`config.mk`:
```
export PLATFORM = sky130hd
export DESIGN_NAME = alu_cmd_sequencer
export DESIGN_NICKNAME = d
export VERILOG_FILES = /design/src/rtl/alu_cmd_sequencer.sv
export SDC_FILE = /design/constraint.sdc
export NUM_CORES = 1
export LEC_CHECK = 0
export ABC_CLOCK_PERIOD_IN_PS = 2500
export BUFFER_PORTS_ARGS = -buffer_cell sky130_fd_sc_hd__buf_2
export CORE_ASPECT_RATIO = 0.5
export CORE_MARGIN = 3
export CORE_UTILIZATION = 40
export CTS_BUF_LIST = sky130_fd_sc_hd__clkbuf_16
export CTS_CLUSTER_SIZE = 20
export DETAILED_ROUTE_END_ITERATION = 6
export PLACE_DENSITY = 0.72
export SYNTH_ARGS = -nofsm -noshare
export SYNTH_HDL_FRONTEND = slang
export SYNTH_SLANG_ARGS = --single-unit
```
`constraint.sdc`:
```
create_clock -name clk -period 2.5 [get_ports clk]
set_clock_uncertainty 0.05 [all_clocks]
set_input_delay 0.375 -clock clk [delete_from_list [all_inputs] [get_ports clk]]
set_output_delay 0.375 -clock clk [all_outputs]
set_load 0.005 [all_outputs]
```
`src/rtl/alu_cmd_sequencer.sv`:
```
// ============================================================================
// alu_cmd_sequencer : command FIFO and registered issue/capture stage for
//                     alu_structural, with chained-operand forwarding.
// Rev 1.0
// ============================================================================
`default_nettype none

module alu_cmd_sequencer #(
    parameter int OPERATION = 3,
    parameter int WIDTH     = 8,
    parameter int SHIFT     = 3,
    parameter int DEPTH     = 4,
    parameter int CNT_W     = 16
) (
    input  logic                 clk,
    input  logic                 rst,
    input  logic                 cmd_valid,
    output logic                 cmd_ready,
    input  logic [OPERATION-1:0] cmd_op,
    input  logic [SHIFT-1:0]     cmd_shamt,
    input  logic [WIDTH-1:0]     cmd_x,
    input  logic [WIDTH-1:0]     cmd_y,
    input  logic                 cmd_carry,
    input  logic                 cmd_chain,
    output logic [OPERATION-1:0] alu_operation,
    output logic [SHIFT-1:0]     alu_shamt,
    output logic [WIDTH-1:0]     alu_x,
    output logic [WIDTH-1:0]     alu_y,
    output logic                 alu_carry_in,
    output logic                 alu_busy,
    input  logic [WIDTH-1:0]     alu_result,
    input  logic                 alu_zero,
    input  logic                 alu_overflow,
    output logic                 res_valid,
    input  logic                 res_ready,
    output logic [WIDTH-1:0]     res_data,
    output logic                 res_zero,
    output logic                 res_overflow,
    input  logic                 clr_sticky,
    output logic                 sticky_ovf,
    output logic [CNT_W-1:0]     op_count
);

    localparam int          AW       = $clog2(DEPTH);
    localparam logic [AW:0] FULL_LVL = (AW+1)'(DEPTH);

    typedef struct packed {
        logic [OPERATION-1:0] op;
        logic [SHIFT-1:0]     shamt;
        logic [WIDTH-1:0]     x;
        logic [WIDTH-1:0]     y;
        logic                 carry;
        logic                 chain;
    } cmd_t;

    typedef enum logic [0:0] {
        S_IDLE = 1'b0,
        S_EXEC = 1'b1
    } state_t;

    cmd_t           fifo_mem_q [DEPTH];
    logic [AW-1:0]  wr_ptr_q, rd_ptr_q;
    logic [AW:0]    count_q, count_d;
    state_t         state_q, state_d;
    logic [WIDTH-1:0] acc_q;

    logic           push, pop, cap, slot_free, empty, full;
    cmd_t           head;
    logic [WIDTH-1:0] x_sel;

    assign empty     = (count_q == '0);
    assign full      = (count_q == FULL_LVL);
    assign cmd_ready = !full;
    assign push      = cmd_valid && cmd_ready;
    assign slot_free = !res_valid || res_ready;
    assign cap       = (state_q == S_EXEC) && slot_free;
    assign pop       = !empty && ((state_q == S_IDLE) || cap);
    assign alu_busy  = (state_q == S_EXEC);
    assign head      = fifo_mem_q[rd_ptr_q];

    // A chained command popped while the previous one is being captured
    // must see that result now; acc_q only catches up on this same edge.
    assign x_sel = !head.chain ? head.x :
                   (cap ? alu_result : acc_q);

    always_comb begin
        count_d = count_q;
        case ({push, pop})
            2'b10:   count_d = count_q + (AW+1)'(1);
            2'b01:   count_d = count_q - (AW+1)'(1);
            default: count_d = count_q;
        endcase
    end

    always_comb begin
        state_d = state_q;
        case (state_q)
            S_IDLE:  if (pop) state_d = S_EXEC;
            S_EXEC:  if (cap && !pop) state_d = S_IDLE;
            default: state_d = S_IDLE;
        endcase
    end

    always_ff @(posedge clk) begin
        if (push) begin
            fifo_mem_q[wr_ptr_q] <= '{op: cmd_op, shamt: cmd_shamt, x: cmd_x,
                                      y: cmd_y, carry: cmd_carry, chain: cmd_chain};
        end
    end

    always_ff @(posedge clk) begin
        if (rst) begin
            wr_ptr_q <= '0;
            rd_ptr_q <= '0;
            count_q  <= '0;
            state_q  <= S_IDLE;
        end else begin
            if (push) wr_ptr_q <= wr_ptr_q + AW'(1);
            if (pop)  rd_ptr_q <= rd_ptr_q + AW'(1);
            count_q <= count_d;
            state_q <= state_d;
        end
    end

    always_ff @(posedge clk) begin
        if (rst) begin
            alu_operation <= '0;
            alu_shamt     <= '0;
            alu_x         <= '0;
            alu_y         <= '0;
            alu_carry_in  <= 1'b0;
        end else if (pop) begin
            alu_operation <= head.op;
            alu_shamt     <= head.shamt;
            alu_x         <= x_sel;
            alu_y         <= head.y;
            alu_carry_in  <= head.carry;
        end
    end

    always_ff @(posedge clk) begin
        if (rst) begin
            res_valid    <= 1'b0;
            res_data     <= '0;
            res_zero     <= 1'b0;
            res_overflow <= 1'b0;
            acc_q        <= '0;
            op_count     <= '0;
            sticky_ovf   <= 1'b0;
        end else begin
            if (cap) begin
                res_valid    <= 1'b1;
                res_data     <= alu_result;
                res_zero     <= alu_zero;
                res_overflow <= alu_overflow;
                acc_q        <= alu_result;
                op_count     <= op_count + CNT_W'(1);
            end else if (res_ready) begin
                res_valid <= 1'b0;
            end
            if (cap && alu_overflow) sticky_ovf <= 1'b1;
            else if (clr_sticky)     sticky_ovf <= 1'b0;
        end
    end

endmodule

`default_nettype wire

```
==> flow_summary.yaml <==
clock_network:
  clock_latency_ns: 0.42
  cts_tree: "built"
  cts.clk_slew.worst_paths_ns: 0.07
  clock_path_buffers: 2
  cts_max_level: 4
  numCtsBuffers: 17
  cts_sinks: 165
  ctsRootBufferMaster: "clkbuf_16"
  post_cts_buffers: 0
timing:
  slew_headroom_pct: 62.4
  hold_slack_ns: 0.117
  fin_crit_sh_pct: 95.3
  layout_min_cycle_time_ns: 2.38
  worst_pin_slew_ns: 0.548
  drv_slew: 0
  fmax_mhz: 420
  setup_viol: 0
  rsz0062_at_grt: "no"
  finalHoldViolations: 0
  tns_ns: 0
die:
  rows: 31
  initial_core_util_pct: 42.1
  core_mm2: 0.0149
  die_w_um: 183
  dieArea_mm2: 0.0174
  die_h_um: 94.7
  io_pins: 92
synthesis:
  ys_seq_elements: 165
  netlist_area_mm2: 0.00629
  postSynthAreaPerCell_um2: 13.6
  synth_cells: 462
  ys_types: 38
  ys_seq_area_share_pct: 67.8
  yosysWarningCount: 0
  syn_nets: 508
global_route:
  antenna_found_initial: 2
  grt_max_degree: 43
  grt_pass1_vias: 3803
  grt_pass1_wl_um: 20100
  gr-usage-all-layers_pct: 14.9
  grt_overflow_total: 0
placed_design:
  dp_hpwl_um: 7820
  io_buffer_count: 91
  place_congestion: 0.757
critical_path:
  crit_chain: "or3b_1 > and2_1 > inv_1 > ha_1 > inv_1 > fa_1 > xor2_1 > or3_1 > a21oi_1"
  cp-end-kind: "register"
  cp_max_fo: 5
  cp_common_cell: "inv_1"
  required_ns: 2.78
  r2r-end: "count_q[2]"
  r2r-start: "count_q[0]"
  r2r_setup_slack_ns: 0.12
  cp.arrival_ns: 2.67
  reg2reg_depth: 9
  worst_path_largest_cell_delay_ns: 0.41
  cp_slowest_cell: "or3b_1"
  path_class: "register to register"
  worst_setup_path_start_kind: "register"
route:
  vias: 3908
  firstDrtPassIters: 4
  drtAntennaViolNets: 0
  avgRoutedWirePerCell_um: 16.1
  avgViaCountPerCell: 5.06
  drt_iter0_markers: 265
  drc: 0
  wirelength_um: 12400
final_layout:
  nFillCells: 1275
  drive_gt1_share_pct: 29.4
  diodes: 0
  fin_nets: 607
  area_growth_pct: 20.1
run:
  maxCapViolCount: 0
hold_path:
  min_delay_path_depth: 1
  hp-class: "input pin to register"
  hold_start: "cmd_y[4]"
  hold_end: "fifo_mem_q[1][6]"
power:
  p_leak_nw: 2.81
  ir_drop_uv: 597
  powerDensity_mw_per_mm2: 1050
run_status:
  status: "complete, no violations"
## where the power goes
part / switching (W) / internal, W
Clock: 0.00119 / 0.00134
Sequential: 0.000226 / 0.00334
Combinational: 0.00101 / 0.000826
## cells in the mapped netlist
cell | n | area [µm²]
nand4_1 | 4 | 25.0
xor2_1 | 5 | 43.8
ha_1 | 6 | 75.1
nand3_4 | 1 | 17.5
nand2_1 | 48 | 180
buf_1 | 1 | 3.75
mux2_2 | 1 | 11.3
a21boi_0 | 8 | 60.1
or3_1 | 9 | 56.3
and4_1 | 1 | 8.76
nand2b_1 | 2 | 12.5
mux2i_1 | 3 | 30.0
buf_6 | 3 | 33.8
clkbuf_1 | 11 | 41.3
and4_4 | 1 | 11.3
and2_1 | 2 | 12.5
clkbuf_8 | 1 | 13.8
dfxtp_1 | 69 | 1380
nand3_1 | 8 | 40.0
nor3_1 | 1 | 5.00
o31ai_1 | 3 | 22.5
edfxtp_1 | 96 | 2880
xnor2_1 | 3 | 26.3
a21oi_1 | 44 | 220
buf_4 | 2 | 15.0
inv_1 | 10 | 37.5
nor2_1 | 42 | 158
and3_1 | 12 | 75.1
nand2_2 | 1 | 6.26
or4_1 | 3 | 22.5
o21ai_0 | 18 | 90.1
or3b_1 | 1 | 8.76
or3_2 | 2 | 15.0
mux4_2 | 23 | 518
fa_1 | 1 | 20.0
nand3b_1 | 1 | 7.51
a311oi_1 | 8 | 70.1
buf_2 | 7 | 35.0
## per-layer routing
| metal | up-vias | part of all wire (%) | global-route usage [%] |
|---|---|---|---|
| met1 | 1898 | 45 | 19.7 |
| met2 | 83 | 49 | 24.8 |
| met3 | 16 | 4.7 | 3.69 |
| li1 | 1907 | - | - |
| met4 | 4 | 0.85 | 4.56 |
| met5 | - | 0.17 | 0 |
## cell families (layout without fill, tap and decap cells)
group | count (synthesis) | in the layout | synth area share, %
buf+inv | 35 | 147 | 2.86
simple gates | 139 | 139 | 10.5
fa+ha+maj | 7 | 7 | 1.51
flops | 165 | 165 | 67.8
compound gates | 81 | 81 | 7.36
xor+xnor | 8 | 8 | 1.11
mux | 27 | 27 | 8.89
## layout make-up
cell class / count / area [µm²] / area share, %
clock buffer: 17 / 425 / 5.63
clock inverter: 15 / 160 / 2.12
inverter: 10 / 37.5 / 0.496
multi-input combinational: 262 / 1850 / 24.5
sequential: 165 / 4270 / 56.4
tap: 198 / 248 / 3.28
timing repair buffer: 105 / 573 / 7.58
## sequential cells by signal, indices dropped and copies added, names as in the netlist, named ones only
name,flops
alu_y,8
alu_x,8
alu_busy,1
res_data,8
sticky_ovf,1
alu_operation,3
alu_shamt,3
res_valid,1
rd_ptr_q,2
fifo_mem_q,96
op_count,16
count_q,3
res_zero,1
alu_carry_in,1
acc_q,8
res_overflow,1
wr_ptr_q,2
## what timing repair did
action                                  in CTS  in global routing
gates resized for setup                      0                  2
hold buffers                                 0                  0
endpoints found under the setup margin       0                  1
## through the flow
stage | total power (W) | util, % | cell area, µm² | std cells | worst slack (ns)
floorplan | 0.00485 | - | 6290 | 462 | 0.167
global placement | 0.00543 | 46.7 | 6970 | 740 | 0.198
detailed placement | 0.00548 | 46.7 | 6970 | 740 | 0.130
CTS | 0.00802 | 50.6 | 7560 | 772 | 0.107
global route | 0.00839 | 50.6 | 7560 | 772 | 0.00272
finish | 0.00792 | 50.6 | 7560 | 772 | 0.117
## critical path: cells and delay by family, from the launching register on
family                     cells  cell delay, ns
DFF                            1            0.34
xor gates and xnor gates       1            0.15
and+or+nand+nor                3            0.93
adders and majority gates      2            0.54
buffers and inverters          2            0.14
AOI/OAI and AO/OA              1            0.15
## how the worst max path moves through the flow
stage                      end       start  slack [ns]  cells after the start
global route        count_q[2]  count_q[0]       0.003                      9
floorplan           count_q[2]   res_ready        0.17                     10
finish              count_q[2]  count_q[0]        0.12                      9
global placement    count_q[2]  count_q[0]        0.20                      9
CTS                 count_q[2]  count_q[0]        0.11                      9
detailed placement  count_q[2]  count_q[0]        0.13                      9
## cell usage in the layout, fill, tap and decap left out, drive strengths merged, types with 3 or more instances in the layout
cell	instances
o21ai	18
ha	6
and3	12
mux4	23
or4	3
mux2i	3
edfxtp	96
clkinv	6
nand4	4
dfxtp	69
nor2	42
or3	11
xnor2	3
xor2	5
o31ai	3
clkbuf	17
buf	105
a311oi	8
nand3	9
a21oi	44
nand2	49
inv	17
a21boi	8
(Power assumes the default switching activity.)
